## config.mk

```make
export PLATFORM = sky130hd
export DESIGN_NAME = fp8_vec_mul_pipe
export DESIGN_NICKNAME = d
export VERILOG_FILES = /design/src/rtl/fp8_vec_mul_pipe.sv
export SDC_FILE = /design/constraint.sdc
export NUM_CORES = 1
export LEC_CHECK = 0
export BUFFER_PORTS_ARGS = -buffer_cell sky130_fd_sc_hd__buf_2
export CORE_MARGIN = 3
export CORE_UTILIZATION = 25
export CTS_BUF_LIST = sky130_fd_sc_hd__clkbuf_2 sky130_fd_sc_hd__clkbuf_4 sky130_fd_sc_hd__clkbuf_8
export DETAILED_ROUTE_END_ITERATION = 16
export PLACE_DENSITY_LB_ADDON = 0.25
export SYNTH_ARGS = -nofsm -noshare
export SYNTH_HDL_FRONTEND = slang
export SYNTH_SLANG_ARGS = --single-unit
```

## constraint.sdc

```tcl
create_clock -name clk -period 3.45 [get_ports clk]
set_clock_uncertainty 0.1 [all_clocks]
set_input_delay 0.5175 -clock clk [delete_from_list [all_inputs] [get_ports clk]]
set_output_delay 0.5175 -clock clk [all_outputs]
set_load 0.05 [all_outputs]
```

## src/rtl/fp8_vec_mul_pipe.sv

```systemverilog
// FP8 (E4M3/E5M2) scalar x vector multiplier producing exact BF16 products, STAGES-deep ready/valid pipeline.
// Optional NaN-lane counter (cnt_clr / nan_cnt) is built only when FP8_PIPE_NAN_CNT_EN is defined.
module fp8_vec_mul_pipe #(
    parameter int LANES  = 4,
    parameter int STAGES = 3,
    parameter int TAG_W  = 32
) (
    input  logic                 clk,
    input  logic                 rst,
    input  logic                 e5m2mode,
    input  logic [7:0]           q,
    input  logic [8*LANES-1:0]   vec,
    input  logic [TAG_W-1:0]     in_tag,
    input  logic                 in_valid,
    output logic                 in_ready,
    output logic [16*LANES-1:0]  prod,
    output logic [TAG_W-1:0]     out_tag,
    output logic                 out_valid,
    input  logic                 out_ready
`ifdef FP8_PIPE_NAN_CNT_EN
    ,
    input  logic                 cnt_clr,
    output logic [15:0]          nan_cnt
`endif
);

    typedef enum logic [1:0] {CLS_NUM, CLS_ZERO, CLS_INF, CLS_NAN} cls_e;

    typedef struct packed {
        logic              sgn;
        cls_e              cls;
        logic signed [5:0] exp;
        logic [3:0]        sig;
    } opnd_t;

    typedef struct packed {
        logic              sgn;
        cls_e              cls;
        logic signed [5:0] ea;
        logic signed [5:0] eb;
        logic [3:0]        ma;
        logic [3:0]        mb;
    } dec_t;

    typedef struct packed {
        logic              sgn;
        cls_e              cls;
        logic signed [6:0] exp;
        logic [7:0]        sig;
    } mul_t;

    // Significands are held as 1.fff; E5M2 simply carries a trailing zero fraction bit.
    function automatic opnd_t decode(input logic [7:0] b, input logic e5);
        opnd_t o;
        o     = '0;
        o.sgn = b[7];
        o.cls = CLS_NUM;
        if (!e5) begin
            if (b[6:0] == 7'h7F)        o.cls = CLS_NAN;
            else if (b[6:0] == 7'h00)   o.cls = CLS_ZERO;
            else if (b[6:3] != 4'h0) begin
                o.exp = $signed({2'b00, b[6:3]}) - 6'sd7;
                o.sig = {1'b1, b[2:0]};
            end
            else if (b[2]) begin o.exp = -6'sd7; o.sig = {b[2:0], 1'b0}; end
            else if (b[1]) begin o.exp = -6'sd8; o.sig = {b[1:0], 2'b00}; end
            else           begin o.exp = -6'sd9; o.sig = 4'b1000;         end
        end else begin
            if (b[6:2] == 5'h1F)        o.cls = (b[1:0] != 2'b00) ? CLS_NAN : CLS_INF;
            else if (b[6:0] == 7'h00)   o.cls = CLS_ZERO;
            else if (b[6:2] != 5'h00) begin
                o.exp = $signed({1'b0, b[6:2]}) - 6'sd15;
                o.sig = {1'b1, b[1:0], 1'b0};
            end
            else if (b[1]) begin o.exp = -6'sd15; o.sig = {b[1:0], 2'b00}; end
            else           begin o.exp = -6'sd16; o.sig = 4'b1000;         end
        end
        return o;
    endfunction

    function automatic dec_t combine(input opnd_t a, input opnd_t b);
        dec_t d;
        d.sgn = a.sgn ^ b.sgn;
        d.ea  = a.exp;
        d.eb  = b.exp;
        d.ma  = a.sig;
        d.mb  = b.sig;
        if (a.cls == CLS_NAN || b.cls == CLS_NAN ||
            (a.cls == CLS_INF && b.cls == CLS_ZERO) || (a.cls == CLS_ZERO && b.cls == CLS_INF))
            d.cls = CLS_NAN;
        else if (a.cls == CLS_INF || b.cls == CLS_INF)
            d.cls = CLS_INF;
        else if (a.cls == CLS_ZERO || b.cls == CLS_ZERO)
            d.cls = CLS_ZERO;
        else
            d.cls = CLS_NUM;
        return d;
    endfunction

    function automatic mul_t mul(input dec_t d);
        mul_t m;
        m.sgn = d.sgn;
        m.cls = d.cls;
        m.exp = {d.ea[5], d.ea} + {d.eb[5], d.eb};
        m.sig = {4'b0000, d.ma} * {4'b0000, d.mb};
        return m;
    endfunction

    // Product sits in [1,4) with six fraction bits, so the BF16 result is always exact.
    function automatic logic [15:0] pack(input mul_t m);
        logic signed [6:0] e;
        logic [6:0]        f;
        logic [7:0]        be;
        logic [15:0]       r;
        e = m.exp;
        f = {m.sig[5:0], 1'b0};
        if (m.sig[7]) begin
            e = m.exp + 7'sd1;
            f = m.sig[6:0];
        end
        be = {e[6], e} + 8'd127;
        case (m.cls)
            CLS_NAN:  r = 16'h7FC0;
            CLS_INF:  r = {m.sgn, 15'h7F80};
            CLS_ZERO: r = {m.sgn, 15'h0000};
            default:  r = {m.sgn, be, f};
        endcase
        return r;
    endfunction

    logic w_stall;
    assign w_stall  = out_valid && !out_ready;
    assign in_ready = !w_stall;

    dec_t w_dec [LANES];
    always_comb begin
        for (int i = 0; i < LANES; i++)
            w_dec[i] = combine(decode(q, e5m2mode), decode(vec[8*i +: 8], e5m2mode));
    end

    logic             r_v1;
    logic [TAG_W-1:0] r_t1;
    dec_t             r_s1 [LANES];

    always_ff @(posedge clk or negedge rst) begin
        if (!rst) begin
            r_v1 <= 1'b0;
            r_t1 <= '0;
            for (int i = 0; i < LANES; i++) r_s1[i] <= '0;
        end else if (!w_stall) begin
            r_v1 <= in_valid;
            r_t1 <= in_tag;
            for (int i = 0; i < LANES; i++) r_s1[i] <= w_dec[i];
        end
    end

    logic [16*LANES-1:0] w_packed;
    logic                w_v_pk;
    logic [TAG_W-1:0]    w_t_pk;

    if (STAGES == 2) begin : g_merged
        always_comb begin
            w_packed = '0;
            for (int i = 0; i < LANES; i++) w_packed[16*i +: 16] = pack(mul(r_s1[i]));
        end
        assign w_v_pk = r_v1;
        assign w_t_pk = r_t1;
    end else begin : g_split
        logic             r_v2;
        logic [TAG_W-1:0] r_t2;
        mul_t             r_s2 [LANES];

        always_ff @(posedge clk or negedge rst) begin
            if (!rst) begin
                r_v2 <= 1'b0;
                r_t2 <= '0;
                for (int i = 0; i < LANES; i++) r_s2[i] <= '0;
            end else if (!w_stall) begin
                r_v2 <= r_v1;
                r_t2 <= r_t1;
                for (int i = 0; i < LANES; i++) r_s2[i] <= mul(r_s1[i]);
            end
        end

        always_comb begin
            w_packed = '0;
            for (int i = 0; i < LANES; i++) w_packed[16*i +: 16] = pack(r_s2[i]);
        end
        assign w_v_pk = r_v2;
        assign w_t_pk = r_t2;
    end

    logic                r_v3;
    logic [TAG_W-1:0]    r_t3;
    logic [16*LANES-1:0] r_p3;

    always_ff @(posedge clk or negedge rst) begin
        if (!rst) begin
            r_v3 <= 1'b0;
            r_t3 <= '0;
            r_p3 <= '0;
        end else if (!w_stall) begin
            r_v3 <= w_v_pk;
            r_t3 <= w_t_pk;
            r_p3 <= w_packed;
        end
    end

    if (STAGES == 4) begin : g_extra
        logic                r_v4;
        logic [TAG_W-1:0]    r_t4;
        logic [16*LANES-1:0] r_p4;

        always_ff @(posedge clk or negedge rst) begin
            if (!rst) begin
                r_v4 <= 1'b0;
                r_t4 <= '0;
                r_p4 <= '0;
            end else if (!w_stall) begin
                r_v4 <= r_v3;
                r_t4 <= r_t3;
                r_p4 <= r_p3;
            end
        end
        assign out_valid = r_v4;
        assign out_tag   = r_t4;
        assign prod      = r_p4;
    end else begin : g_direct
        assign out_valid = r_v3;
        assign out_tag   = r_t3;
        assign prod      = r_p3;
    end

`ifdef FP8_PIPE_NAN_CNT_EN
    logic [4:0]  w_nan_lanes;
    logic [16:0] w_sum;
    logic        w_out_hs;
    logic [15:0] r_nan_cnt;

    always_comb begin
        w_nan_lanes = '0;
        for (int i = 0; i < LANES; i++)
            if (prod[16*i +: 16] == 16'h7FC0) w_nan_lanes = w_nan_lanes + 5'd1;
    end
    assign w_sum    = {1'b0, r_nan_cnt} + {12'b0, w_nan_lanes};
    assign w_out_hs = out_valid && out_ready;

    // A clear that coincides with a handshake restarts the count from that beat.
    always_ff @(posedge clk or negedge rst) begin
        if (!rst)
            r_nan_cnt <= '0;
        else if (cnt_clr)
            r_nan_cnt <= w_out_hs ? {11'b0, w_nan_lanes} : 16'h0000;
        else if (w_out_hs)
            r_nan_cnt <= w_sum[16] ? 16'hFFFF : w_sum[15:0];
    end
    assign nan_cnt = r_nan_cnt;
`endif

endmodule
```

# == Word-level counts from Yosys, hierarchy flattened ==
# Index checks and enable logic that the tools add are counted.
# word_totals
word_cells,253
inputBits,77
reg_bits,297
output_inout_bits,98
# classes
add_sub_neg,22
eq_ne,37
muxes,94
n_mul,4
n_reduce_logical,51
bitwise,4
# ops
operator,count
10-bit two-way mux,35
16-bit one-hot mux with 3 select lines,4
12-bit two-way mux,5
7-bit two-way mux,8
8-bit two-way mux,5
"2-bit == test, second input constant",18
2-bit two-way mux,18
"7-bit == test, second input constant",5
7-bit logical NOT,5
"8-bit by 7-bit adder with 8-bit output, second input constant",4
4-bit by 4-bit multiplier with 8-bit output,4
"5-bit by 4-bit subtractor with 6-bit output, second input constant",5
6-bit by 6-bit adder with 7-bit output,4
"7-bit by 2-bit adder with 7-bit output, second input constant",4
"5-bit == test, second input constant",5
5-bit two-way mux,5
5-bit nonzero test,5
"4-bit by 3-bit subtractor with 5-bit output, second input constant",5
1-bit logical OR,20
4-bit nonzero test,5
"2-bit by 1-bit == test with 1-bit output, second input constant",9
1-bit two-way mux,14
2-bit nonzero test,5
1-bit logical AND,9
2 further kinds,6

# == Logic depth before layout (Yosys ltp) ==
# Gate-level depths: netlist of run 1.
# depth
ltp_word,11
depth_mapped,11
mapped_depth_nobuf,11

# == Worst setup path before layout of run 1 ==
# OpenSTA, ideal clock, no wires.
# synth_path
path_kind,reg-to-reg
startpoint,"register, netlist name r_s1[4]"
endpoint,"register, netlist name g_split.r_s2[7]"
stages_incl_launch_ff,12
path_buffers,1
t_arrival_ns,2.925
setup_time_ns,0.070
slack_ns,0.355
path_cell_list,dfrtp_1 -> clkbuf_1 -> nand2_1 -> fa_1 -> fa_1 -> inv_1 -> ha_1 -> a21o_1 -> a21o_1 -> a21oi_1 -> or4_1 -> nand3_1
# synth_between
elab_chain_cells,1
# synth_lines
item,line,text
4-bit by 4-bit multiplier with 8-bit output,105,"m.sig = {4'b0000, d.ma} * {4'b0000, d.mb};"
# No other way between the ends.
# A chain may end at the register's enable or synchronous reset.

# == Worst setup path after layout of run 1 ==
# layout_path
startpoint,"register, netlist name r_s1[4]"
endpoint,"register, netlist name g_split.r_s2[7]"
# layout_between
elab_chain_cells,1
# layout_lines
item,line
4-bit by 4-bit multiplier with 8-bit output,105
# No other way between the ends.

==> results of run 1 <==
## synthesized netlist by cell type, types with 15 or more instances
master	number	area, um^2
sky130_fd_sc_hd__nor3_1	21	105
sky130_fd_sc_hd__and2_1	46	288
sky130_fd_sc_hd__o21ai_0	85	425
sky130_fd_sc_hd__nand3_1	33	165
sky130_fd_sc_hd__a21o_1	23	173
sky130_fd_sc_hd__clkbuf_1	95	357
sky130_fd_sc_hd__nor2b_1	15	93.8
sky130_fd_sc_hd__a31oi_1	33	206
sky130_fd_sc_hd__nand2_1	509	1910
sky130_fd_sc_hd__xor2_1	31	272
sky130_fd_sc_hd__nand4_1	18	113
sky130_fd_sc_hd__mux2i_1	28	280
sky130_fd_sc_hd__nor2_1	109	409
sky130_fd_sc_hd__o211ai_1	21	158
sky130_fd_sc_hd__nor3b_1	21	158
sky130_fd_sc_hd__inv_1	64	240
sky130_fd_sc_hd__o21a_1	15	113
sky130_fd_sc_hd__dfrtp_1	297	7430
sky130_fd_sc_hd__xnor2_1	50	438
sky130_fd_sc_hd__fa_1	20	400
sky130_fd_sc_hd__ha_1	105	1310
sky130_fd_sc_hd__a21oi_1	103	515
## routing by layer
metal	vias up	track usage	part of all wire
met5	-	0	0.00095
met4	8	0.0362	0.021
met3	71	0.0251	0.039
met2	232	0.200	0.44
met1	6522	0.190	0.50
li1	6825	-	-
## flip-flops by register name (all words and copies together), names as in the netlist
name and flops:
g_split.r_v2 1, r_t1 32, out_valid 1, out_tag 32
g_split.r_s2 72, r_s1 62, prod 64, g_split.r_t2 32
r_v1 1
## path summary, 6_finish.rpt
check	startpoint	to	cells past startpoint
worst max-delay path	r_s1[4]	g_split.r_s2[7]	10
worst min-delay path	vec[16]	r_s1[23]	3
worst max register to register	r_s1[4]	g_split.r_s2[7]	10
worst min register to register	out_tag[30]	out_tag[30]	2
max in group asynchronous	rst	r_s1[5]	3
min in group asynchronous	rst	r_t1[25]	2
## metrics by stage
stage	power (mW)	std cells	util	instance area, um^2	worst slack, ps
floorplan	11.6	1911	-	16900	355
global placement	13.8	2849	0.280	18600	291
detailed placement	13.9	2849	0.280	18600	263
CTS	17.9	2980	0.304	20200	222
global route	19.0	2984	0.304	20200	75.7
finish	17.6	2984	0.304	20200	267
## cells by family after synthesis
family	share of synthesized area
compound gates	0.134
xor+xnor	0.0420
fa+ha+maj	0.101
buf+inv	0.0439
flops	0.440
mux	0.0179
simple gates	0.221
## worst max-delay path, delay by kind of cell (launching register included)
kind / cells / cell delay (ps)
AO/OA/AOI/OAI: 3 / 330
flip-flops: 1 / 570
buffers and inverters: 1 / 60
adder cells (fa/ha/maj): 3 / 1410
AND/OR/NAND/NOR: 3 / 650
## cell type report
type,count,area (um^2)
Fill cell,7121,46200
Sequential cell,297,7430
Multi-Input combinational cell,1430,8740
Inverter,65,251
Clock inverter,20,236
Timing Repair Buffer,227,1440
Tap cell,864,1080
Antenna cell,4,10.0
Clock buffer,77,991
## power by group through the flow
stage | combinational, mW | clock [mW] | sequential [mW]
detailed placement | 7.85 | 0 | 6.10
global placement | 7.79 | 0 | 6.04
floorplan | 4.31 | 0 | 7.29
finish | 7.82 | 3.77 | 6.02
CTS | 7.94 | 3.93 | 6.04
global route | 8.71 | 4.09 | 6.24
## repair_timing
action,4_1_cts,5_1_grt
hold buffers,34,0
hold endpoints to repair,84,0
resized for setup,0,1
endpoints found under the setup margin,0,1
==> tab_implementation.tex, run 1 <==
\begin{tabular}{lr}
\hline
Metric & Value \\
\hline
\multicolumn{2}{l}{\textbf{Clocking}} \\
\quad CTS tree & built \\
\quad Inserted Clock Buffers & 52 \\
\quad Root Buffer Master & sky130\_fd\_sc\_hd\_\_clkbuf\_8 \\
\quad Clock sink count & approximately 300 \\
\quad Number of levels the H-tree was split into & 2 \\
\quad Clock latency of the later-clocked register in the worst-skew pair & just over 600 ps \\
\quad Number of setup buffers added after CTS & 0 \\
\quad Clock transition at the registers of the reported paths & 60 ps \\
\quad Clock Path Buffers & 3 \\
\multicolumn{2}{l}{\textbf{Synthesis}} \\
\quad Async set or reset register ratio after synthesis & 1.00 \\
\quad Flops \& latches, synth & around 300 \\
\quad Gate count after technology mapping & 1911 \\
\quad Count of flip-flops with a built-in enable after synthesis & 0 \\
\quad Post-synthesis sequential area ratio & 0.440 \\
\quad Primary FF master, synth & sky130\_fd\_sc\_hd\_\_dfrtp\_1 \\
\quad Warnings, synthesis & 0 \\
\quad Synth Net Count & 2113 \\
\quad Cell area after synthesis & between 15000 and 20000 um\^{}2 \\
\quad Mean cell area of the mapped netlist & just under 9 um\^{}2 \\
\quad Unique masters post-synth & 70 \\
\multicolumn{2}{l}{\textbf{Global route}} \\
\quad Total gr overflow & 0 \\
\quad Vias in the first global route & about 13000 \\
\quad Pin count of the biggest net entering global routing & between 100 and 150 \\
\quad First-pass GRT wire length & 75200 um \\
\quad GRT Util Overall & 0.131 \\
\quad Number of antenna violations at the first check in global routing & 9 \\
\multicolumn{2}{l}{\textbf{Worst setup path}} \\
\quad Required time of the critical path & around 3900 ps \\
\quad Critical setup path kind & reg -> reg \\
\quad Worst setup EP type & flip-flop \\
\quad Critical Path Max Stage Delay & $\sim$610 ps \\
\quad Slowest stage cell, crit path & sky130\_fd\_sc\_hd\_\_fa\_1 \\
\quad Sequence of cells on the critical path & nand2\_1 -> fa\_1 -> fa\_1 -> inv\_1 -> ha\_1 -> a21o\_1 -> a21o\_1 -> a21oi\_1 -> or4\_1 -> nand3\_1 \\
\quad FF-to-FF setup slack & about 270 ps \\
\quad Critical path launch point type & flip-flop \\
\quad CP Max Fanout & 10 \\
\quad Data arrival time at the worst-slack endpoint & between 3000 and 4000 ps \\
\multicolumn{2}{l}{\textbf{Route}} \\
\quad Routed WL & between 40000 and 50000 um \\
\quad First DRT Iteration DRCs & slightly above 900 \\
\quad Post-detailed-route via-to-cell ratio & around 4.6 \\
\quad DRC errors left & 0 \\
\quad Detail Route Antenna Nets & 0 \\
\quad Routed wirelength normalized by instance count & 15.6 um \\
\quad Count of TritonRoute iterations in the first routing pass & 5 \\
\quad Vias & between 10000 and 15000 \\
\multicolumn{2}{l}{\textbf{Floorplanning}} \\
\quad Die Y-Extent & 266 um \\
\quad IO Count & 175 \\
\quad Horiz. Die Dim & $\sim$270 um \\
\quad FP Rows & 94 \\
\quad Die area & just over 70000 um\^{}2 \\
\quad Core Footprint & between 60000 and 70000 um\^{}2 \\
\quad Effective utilization at floorplan & 0.255 \\
\multicolumn{2}{l}{\textbf{Place}} \\
\quad \# port buffers & $\sim$170 \\
\quad Post-DP HPWL & 34000 um \\
\quad Placer Congestion & 0.826 \\
\multicolumn{2}{l}{\textbf{Final layout}} \\
\quad Leading cell type in the layout, fill and taps excluded & sky130\_fd\_sc\_hd\_\_nand2\_1 \\
\quad Share of layout cells above drive strength 1 & 0.148 \\
\quad Final net count & 2275 \\
\quad Commonest non-fill, non-tap cells in the layout & sky130\_fd\_sc\_hd\_\_nand2\_1, sky130\_fd\_sc\_hd\_\_dfrtp\_1, sky130\_fd\_sc\_hd\_\_buf\_2, sky130\_fd\_sc\_hd\_\_nor2\_1, sky130\_fd\_sc\_hd\_\_ha\_1 \\
\quad P\&R area growth vs syn & 19.4\% \\
\multicolumn{2}{l}{\textbf{STA}} \\
\quad Fin. max-slew vios & 0 \\
\quad Hold WS & roughly 140 ps \\
\quad Time the final worst path needs with I/O delays and setup & 3180 ps \\
\quad Relative slew slack & 0.565 \\
\quad Hold Vio Cnt, Final & 0 \\
\quad Final number of setup-violating endpoints & 0 \\
\quad Highest achievable clock rate & 314 MHz \\
\quad Measured slew at the worst slew-check pin & about 650 ps \\
\quad Sum Neg Setup Slack & 0 ps \\
\quad Unrepaired setup endpoints after global routing & false \\
\quad Final worst path period share & 0.923 \\
\multicolumn{2}{l}{\textbf{Flow run}} \\
\quad Count of maximum capacitance violations & 0 \\
\multicolumn{2}{l}{\textbf{Power and ir drop}} \\
\quad Power density over the cells & 872 nW/um\^{}2 \\
\quad Switching power share of the total & 0.451 \\
\quad Share of total power in sequential cells & 0.342 \\
\quad Logic gate share of total power & 0.444 \\
\quad Net Sw Power & about 7.9 mW \\
\quad Peak ir drop on the vdd network & between 200 and 300 uV \\
\quad Leakage dissipation & 9.67 nW \\
\quad Pint & slightly below 10 mW \\
\quad Part of the total power dissipated in the clock network & 0.214 \\
\multicolumn{2}{l}{\textbf{Worst hold path}} \\
\quad Class of the most critical hold timing path & in -> reg \\
\multicolumn{2}{l}{\textbf{Outcome}} \\
\quad Run status & finished clean \\
\hline
\end{tabular}
(Power assumes the default switching activity.)
==> run 2: changes to the inputs <==
CORE_UTILIZATION = 59   (was 25)
==> run 2 against run 1 <==
Hold slack worse by 98 ps. Cell count is 18% lower. Critical path type unchanged. Sequential share of layout area is 2.5 points higher. First-iteration DRC count is 13% higher. Non-clock buffer count is 38 lower. Utilization is 37 points higher. Largest cell class unchanged. Register-to-register slack worse by 20 ps. Sequential cell count stayed put.
==> tab_implementation.tex, run 2 (synthesis gave the netlist of run 1 again) <==
\begin{tabular}{lr}
\hline
Metric & Value \\
\hline
\multicolumn{2}{l}{\textbf{Power and ir drop}} \\
\quad Peak ir drop on the vdd network & 359 uV (+24\%) \\
\quad Leakage dissipation & 9.37 nW (-3.0\%) \\
\quad Power density over the cells & 879 nW/um\^{}2 (+0.76\%) \\
\multicolumn{2}{l}{\textbf{Worst setup path}} \\
\quad Critical path launch point type & flip-flop \\
\quad Slowest stage cell, crit path & sky130\_fd\_sc\_hd\_\_fa\_1 \\
\quad Worst setup EP type & flip-flop \\
\quad Critical setup path kind & reg -> reg \\
\quad Data arrival time at the worst-slack endpoint & 3610 ps (about the same) \\
\quad Required time of the critical path & 3860 ps (-20 ps) \\
\quad Critical path's top delay family & adder cells \\
\quad Crit path buffers/inverters & 1 (unchanged) \\
\quad Critical Path Max Stage Delay & 620 ps (about the same) \\
\quad CP Max Fanout & 13 (+3) \\
\quad Sequence of cells on the critical path & nand2\_1 -> fa\_1 -> fa\_1 -> inv\_1 -> ha\_1 -> a21o\_1 -> a21o\_1 -> a21oi\_1 -> or4\_1 -> nand3\_1 \\
\multicolumn{2}{l}{\textbf{STA}} \\
\quad Unrepaired setup endpoints after global routing & false \\
\quad Hold Vio Cnt, Final & 0 (unchanged) \\
\quad Highest achievable clock rate & 312 MHz (-0.60\%) \\
\quad Sum Neg Setup Slack & 0 ps (unchanged) \\
\quad Time the final worst path needs with I/O delays and setup & 3200 ps (+19.3 ps) \\
\quad Fin. max-slew vios & 0 (unchanged) \\
\quad Measured slew at the worst slew-check pin & 848 ps (+195 ps) \\
\quad Final worst path period share & 0.928 (+0.00560) \\
\quad Relative slew slack & 0.429 (-0.136) \\
\quad Final number of setup-violating endpoints & 0 (unchanged) \\
\quad Hold WS & 37.2 ps (-98.2 ps) \\
\multicolumn{2}{l}{\textbf{Place}} \\
\quad \# port buffers & 174 (unchanged) \\
\quad Placer Congestion & 0.854 (+3.4\%) \\
\quad Post-DP HPWL & 27400 um (-19\%) \\
\quad Placed insts & 2358 (-17\%) \\
\quad Area after detailed placement & 17900 um\^{}2 (-3.5\%) \\
\multicolumn{2}{l}{\textbf{Global route}} \\
\quad Pin count of the biggest net entering global routing & 170 (+30\%) \\
\quad GRT Util Overall & 0.251 (+0.120) \\
\quad Total gr overflow & 0 (unchanged) \\
\quad Vias in the first global route & 12800 (-4.5\%) \\
\quad Number of antenna violations at the first check in global routing & 0 (-9) \\
\quad First-pass GRT wire length & 64300 um (-15\%) \\
\multicolumn{2}{l}{\textbf{Route}} \\
\quad Vias & 13700 (+0.31\%) \\
\quad Routed WL & 38400 um (-18\%) \\
\quad DRC errors left & 0 (unchanged) \\
\quad First DRT Iteration DRCs & 1052 (+13\%) \\
\quad Post-detailed-route via-to-cell ratio & 5.61 (+23\%) \\
\quad Detail Route Antenna Nets & 0 (unchanged) \\
\quad Count of TritonRoute iterations in the first routing pass & 5 (unchanged) \\
\quad Routed wirelength normalized by instance count & 15.7 um (+0.73\%) \\
\multicolumn{2}{l}{\textbf{Clocking}} \\
\quad Number of levels the H-tree was split into & 2 (unchanged) \\
\quad Inserted Clock Buffers & 48 (-7.7\%) \\
\quad CTS tree & built \\
\quad Root Buffer Master & sky130\_fd\_sc\_hd\_\_clkbuf\_8 \\
\quad Clock transition at the registers of the reported paths & 60 ps (about the same) \\
\quad Clock sink count & 297 (unchanged) \\
\quad Clock Path Buffers & 3 (unchanged) \\
\quad Clock latency of the later-clocked register in the worst-skew pair & 580 ps (-40 ps) \\
\multicolumn{2}{l}{\textbf{Flow run}} \\
\quad Count of maximum capacitance violations & 0 (unchanged) \\
\multicolumn{2}{l}{\textbf{Final layout}} \\
\quad P\&R area growth vs syn & 11.9\% \\
\quad Final net count & 2233 (-1.8\%) \\
\quad Filler-free cell count of the finished design & 2441 (-18\%) \\
\quad Final antenna diode count & 0 (-4) \\
\quad Register with the highest flop count & g\_split.r\_s2 \\
\quad Commonest non-fill, non-tap cells in the layout & sky130\_fd\_sc\_hd\_\_nand2\_1, sky130\_fd\_sc\_hd\_\_dfrtp\_1, sky130\_fd\_sc\_hd\_\_buf\_2, sky130\_fd\_sc\_hd\_\_nor2\_1, sky130\_fd\_sc\_hd\_\_ha\_1 \\
\quad Max reg flops & 72 (unchanged) \\
\quad Leading cell type in the layout, fill and taps excluded & sky130\_fd\_sc\_hd\_\_nand2\_1 \\
\quad Share of layout cells above drive strength 1 & 0.143 (-0.00588) \\
\quad Final non-filler cell area & 18900 um\^{}2 (-6.3\%) \\
\multicolumn{2}{l}{\textbf{Floorplanning}} \\
\quad IO Count & 175 (unchanged) \\
\quad Die area & 30700 um\^{}2 (-57\%) \\
\quad FP Rows & 61 (-35\%) \\
\quad Horiz. Die Dim & 175 um (-34\%) \\
\quad Die Y-Extent & 175 um (-34\%) \\
\quad Effective utilization at floorplan & 0.604 (+0.349) \\
\quad Core Footprint & 28000 um\^{}2 (-58\%) \\
\multicolumn{2}{l}{\textbf{Worst hold path}} \\
\quad Class of the most critical hold timing path & in -> reg \\
\multicolumn{2}{l}{\textbf{Outcome}} \\
\quad Run status & finished clean \\
\hline
\end{tabular}
## run 2: worst min-delay path, delay by kind of cell
| kind | cells | cell delay [ps] |
|---|---|---|
| buffers and inverters | 1 | 70 |
| and+or+nand+nor | 2 | 90 |
## run 2: per-layer routing
metal | track usage | vias up | routed length, um
met5 | 0 | - | 0
met4 | 0.0588 | 0 | 617
met3 | 0.0365 | 60 | 2060
met2 | 0.375 | 356 | 17000
met1 | 0.391 | 6561 | 18700
li1 | - | 6723 | -
## run 2: per-stage QoR
stage	utilization	power, mW	worst slack, ps
CTS	0.675	16.7	203
global route	0.675	17.9	69.1
floorplan	-	11.6	355
finish	0.675	16.6	247
global placement	0.641	13.4	334
detailed placement	0.641	13.6	219
## run 2: worst paths after layout
kind / startpoint / end / slack, ps / depth (start not counted)
hold reg to reg: out_tag[27] / out_tag[27] / 360 / 2
hold / removal: in_tag[20] / r_t1[20] / 40 / 3
setup reg to reg: r_s1[4] / g_split.r_s2[25] / 250 / 10
min in group asynchronous: rst / prod[34] / 380 / 2
setup / recovery: r_s1[4] / g_split.r_s2[25] / 250 / 10
max in group asynchronous: rst / out_tag[21] / 1940 / 3
## run 2: repair_timing
action	in CTS	in global routing
setup buffers	0	0
hold buffers	1	0
endpoints found under the setup margin	0	1
endpoints found under the hold margin	64	0
gates resized for setup	0	1
## run 2: layout make-up
class / instances / area [um^2]
clock buffers: 74 / 893
clock inverters: 8 / 61.3
fillers: 2287 / 9100
inverters: 65 / 251
multi-input cells: 1430 / 8740
flip-flops and latches: 297 / 7430
well taps: 378 / 473
repair buffers: 189 / 1060
## run 2: power breakdown
group / internal, mW / switching, mW / total [mW]
clock network: 1.66 / 1.37 / 3.02
registers: 4.80 / 1.18 / 5.98
logic: 2.61 / 5.01 / 7.62
total: 9.06 / 7.57 / 16.6
==> run 3: changes to the inputs <==
BUFFER_PORTS_ARGS = unset   (was -buffer_cell sky130_fd_sc_hd__buf_2)
DONT_BUFFER_PORTS = 1   (was unset)
RECOVER_POWER = 50   (was unset)
==> run 3 against run 2 <==
The run now ends with negative hold slack left. Maximum frequency is 1.6% lower. Cell area is 3.1% lower. Routed wire length is 0.32% higher. Die area stayed put. Largest cell class unchanged. First-iteration DRC count is 10% higher. Highest routed layer unchanged. Critical path depth stayed put. Total power is 3.2% lower.
==> tab_implementation.tex, run 3 (synthesis gave the netlist of run 1 again) <==
\begin{tabular}{lr}
\hline
Metric & Value \\
\hline
\multicolumn{2}{l}{\textbf{Place}} \\
\quad Placer Congestion & 0.901 (+5.4\%) \\
\quad Area after detailed placement & 17000 um\^{}2 (-5.2\%) \\
\quad \# port buffers & 0 (-100\%) \\
\quad Post-DP HPWL & 26700 um (-2.6\%) \\
\multicolumn{2}{l}{\textbf{Final layout}} \\
\quad P\&R area growth vs syn & 8.34\% \\
\quad Final antenna diode count & 0 (unchanged) \\
\quad Register with the highest flop count & g\_split.r\_s2 \\
\quad Commonest non-fill, non-tap cells in the layout & sky130\_fd\_sc\_hd\_\_nand2\_1, sky130\_fd\_sc\_hd\_\_dfrtp\_1, sky130\_fd\_sc\_hd\_\_nor2\_1, sky130\_fd\_sc\_hd\_\_ha\_1, sky130\_fd\_sc\_hd\_\_a21oi\_1 \\
\quad Final non-filler cell area & 18300 um\^{}2 (-3.1\%) \\
\quad Max reg flops & 72 (unchanged) \\
\quad Final net count & 2084 (-6.7\%) \\
\quad Share of layout cells above drive strength 1 & 0.0580 (-0.0845) \\
\quad Leading cell type in the layout, fill and taps excluded & sky130\_fd\_sc\_hd\_\_nand2\_1 \\
\multicolumn{2}{l}{\textbf{Outcome}} \\
\quad Failing checks & negative hold slack \\
\quad Run status & finished, violations left \\
\multicolumn{2}{l}{\textbf{Worst setup path}} \\
\quad Critical path origin & r\_s1[5] \\
\quad RR Endpoint & g\_split.r\_s2[7] \\
\quad Worst flop-to-flop path startpoint & r\_s1[5] \\
\quad Critical setup path kind & reg -> reg \\
\quad Data arrival time at the worst-slack endpoint & 3640 ps (+30 ps) \\
\quad FF-to-FF setup slack & 200 ps (-50 ps) \\
\quad Critical path launch point type & flip-flop \\
\quad Cell count of the worst reg-to-reg path & 10 (unchanged) \\
\quad CP Max Fanout & 17 (+4) \\
\quad Required time of the critical path & 3840 ps (-20 ps) \\
\quad Worst setup EP type & flip-flop \\
\multicolumn{2}{l}{\textbf{STA}} \\
\quad Time the final worst path needs with I/O delays and setup & 3250 ps (+52.1 ps) \\
\quad Unrepaired setup endpoints after global routing & false \\
\quad Measured slew at the worst slew-check pin & 938 ps (+89.9 ps) \\
\quad Fin. max-slew vios & 0 (unchanged) \\
\quad Sum Neg Setup Slack & 0 ps (unchanged) \\
\quad Final number of setup-violating endpoints & 0 (unchanged) \\
\quad Hold Vio Cnt, Final & 297 (+297) \\
\quad Hold WS & -436 ps (-473 ps) \\
\quad Final worst path period share & 0.943 (+0.0151) \\
\quad Highest achievable clock rate & 307 MHz (-1.6\%) \\
\quad Relative slew slack & 0.368 (-0.0605) \\
\multicolumn{2}{l}{\textbf{Route}} \\
\quad First DRT Iteration DRCs & 1159 (+10\%) \\
\quad Detail Route Antenna Nets & 0 (unchanged) \\
\quad Count of TritonRoute iterations in the first routing pass & 5 (unchanged) \\
\quad Routed wirelength normalized by instance count & 16.8 um (+6.8\%) \\
\quad Post-detailed-route via-to-cell ratio & 5.75 (+2.5\%) \\
\quad DRC errors left & 0 (unchanged) \\
\quad Routed WL & 38500 um (+0.32\%) \\
\quad Vias & 13200 (-3.8\%) \\
\multicolumn{2}{l}{\textbf{Clocking}} \\
\quad Inserted Clock Buffers & 47 (-2.1\%) \\
\quad Number of levels the H-tree was split into & 2 (unchanged) \\
\quad Clock latency of the later-clocked register in the worst-skew pair & 550 ps (-30 ps) \\
\quad Root Buffer Master & sky130\_fd\_sc\_hd\_\_clkbuf\_8 \\
\quad Clock Path Buffers & 3 (unchanged) \\
\quad Clock transition at the registers of the reported paths & 60 ps (about the same) \\
\quad Clock sink count & 297 (unchanged) \\
\quad CTS tree & built \\
\quad Cts-stage hold buffer count & 34 (+33) \\
\multicolumn{2}{l}{\textbf{Global route}} \\
\quad Vias in the first global route & 12500 (-2.5\%) \\
\quad Pin count of the biggest net entering global routing & 298 (+75\%) \\
\quad Total gr overflow & 0 (unchanged) \\
\quad First-pass GRT wire length & 63400 um (-1.3\%) \\
\quad GRT Util Overall & 0.249 (-0.00222) \\
\quad Number of antenna violations at the first check in global routing & 0 (unchanged) \\
\multicolumn{2}{l}{\textbf{Floorplanning}} \\
\quad Die area & 30700 um\^{}2 (unchanged) \\
\quad Horiz. Die Dim & 175 um (unchanged) \\
\quad IO Count & 175 (unchanged) \\
\quad Die Y-Extent & 175 um (unchanged) \\
\quad Core Footprint & 28000 um\^{}2 (unchanged) \\
\quad Effective utilization at floorplan & 0.604 (unchanged) \\
\quad FP Rows & 61 (unchanged) \\
\multicolumn{2}{l}{\textbf{Flow run}} \\
\quad Count of maximum capacitance violations & 0 (unchanged) \\
\multicolumn{2}{l}{\textbf{Power and ir drop}} \\
\quad Power density over the cells & 878 nW/um\^{}2 (about the same) \\
\quad Peak ir drop on the vdd network & 443 uV (+23\%) \\
\quad Leakage dissipation & 8.74 nW (-6.8\%) \\
\multicolumn{2}{l}{\textbf{Worst hold path}} \\
\quad Class of the most critical hold timing path & in -> async \\
\hline
\end{tabular}
run 3: changes by cell type in the layout (fill, tap and decap cells not counted), moves of 3 or more:
cell and change:
sky130_fd_sc_hd__dlygate4sd3_1 +33, sky130_fd_sc_hd__buf_4 -7, sky130_fd_sc_hd__clkbuf_8 +4, sky130_fd_sc_hd__clkbuf_4 -3
sky130_fd_sc_hd__buf_2 -173
run 3: cell type report:
type | count | area (um^2)
fillers | 2322 | 9690
clock buffers | 75 | 926
clock inverters | 6 | 38.8
well taps | 378 | 473
flip-flops and latches | 297 | 7430
inverters | 65 | 251
multi-input cells | 1430 | 8740
repair buffers | 41 | 455
run 3: worst max-delay path by stage:
stage                        to  slack, ps  cells after the start
2_1_floorplan   g_split.r_s2[7]        360                     11
3_3_place_gp   g_split.r_s2[25]        320                     10
3_5_place_dp    g_split.r_s2[7]        220                     10
4_1_cts        g_split.r_s2[25]        210                     10
5_1_grt        g_split.r_s2[25]          7                     10
6_report        g_split.r_s2[7]        200                     10
run 3: where the power goes:
part / switching, mW / total (mW) / internal, mW
combinational: 2.91 / 5.18 / 2.27
clock: 1.33 / 3.02 / 1.70
sequential: 3.12 / 7.89 / 4.76
run 3: per-stage QoR:
step,hold WS (ps),power [mW],utilization,cells,setup slack (ps)
after global routing,-467,17.2,0.654,2292,7.32
after global placement,133,12.8,0.607,2177,322
after floorplan,122,11.6,-,1911,355
after detailed placement,133,13.0,0.607,2177,223
final,-436,16.1,0.654,2292,195
after CTS,-479,16.2,0.654,2292,211
run 3: worst max-delay path, stage by stage (launching register included):
cell,delay (ps)
sky130_fd_sc_hd__dfrtp_1,650
sky130_fd_sc_hd__nand2_1,150
sky130_fd_sc_hd__fa_1,520
sky130_fd_sc_hd__fa_1,610
sky130_fd_sc_hd__inv_1,60
sky130_fd_sc_hd__ha_1,270
sky130_fd_sc_hd__a21o_1,110
sky130_fd_sc_hd__a21o_1,150
sky130_fd_sc_hd__a21oi_1,90
sky130_fd_sc_hd__or4_1,400
sky130_fd_sc_hd__nand3_1,90
run 3: per-layer routing:
layer,track usage,part of all wire,vias up
met5,0,0,-
met4,0.0605,0.017,0
met3,0.0508,0.069,62
met2,0.377,0.44,385
met1,0.372,0.47,6296
li1,-,-,6441
run 3: timing repair:
item | 4_1_cts | 5_1_grt
setup endpoints to repair | 0 | 0
hold endpoints to repair | 331 | 297
setup buffers | 0 | 0
gates resized for setup | 0 | 0
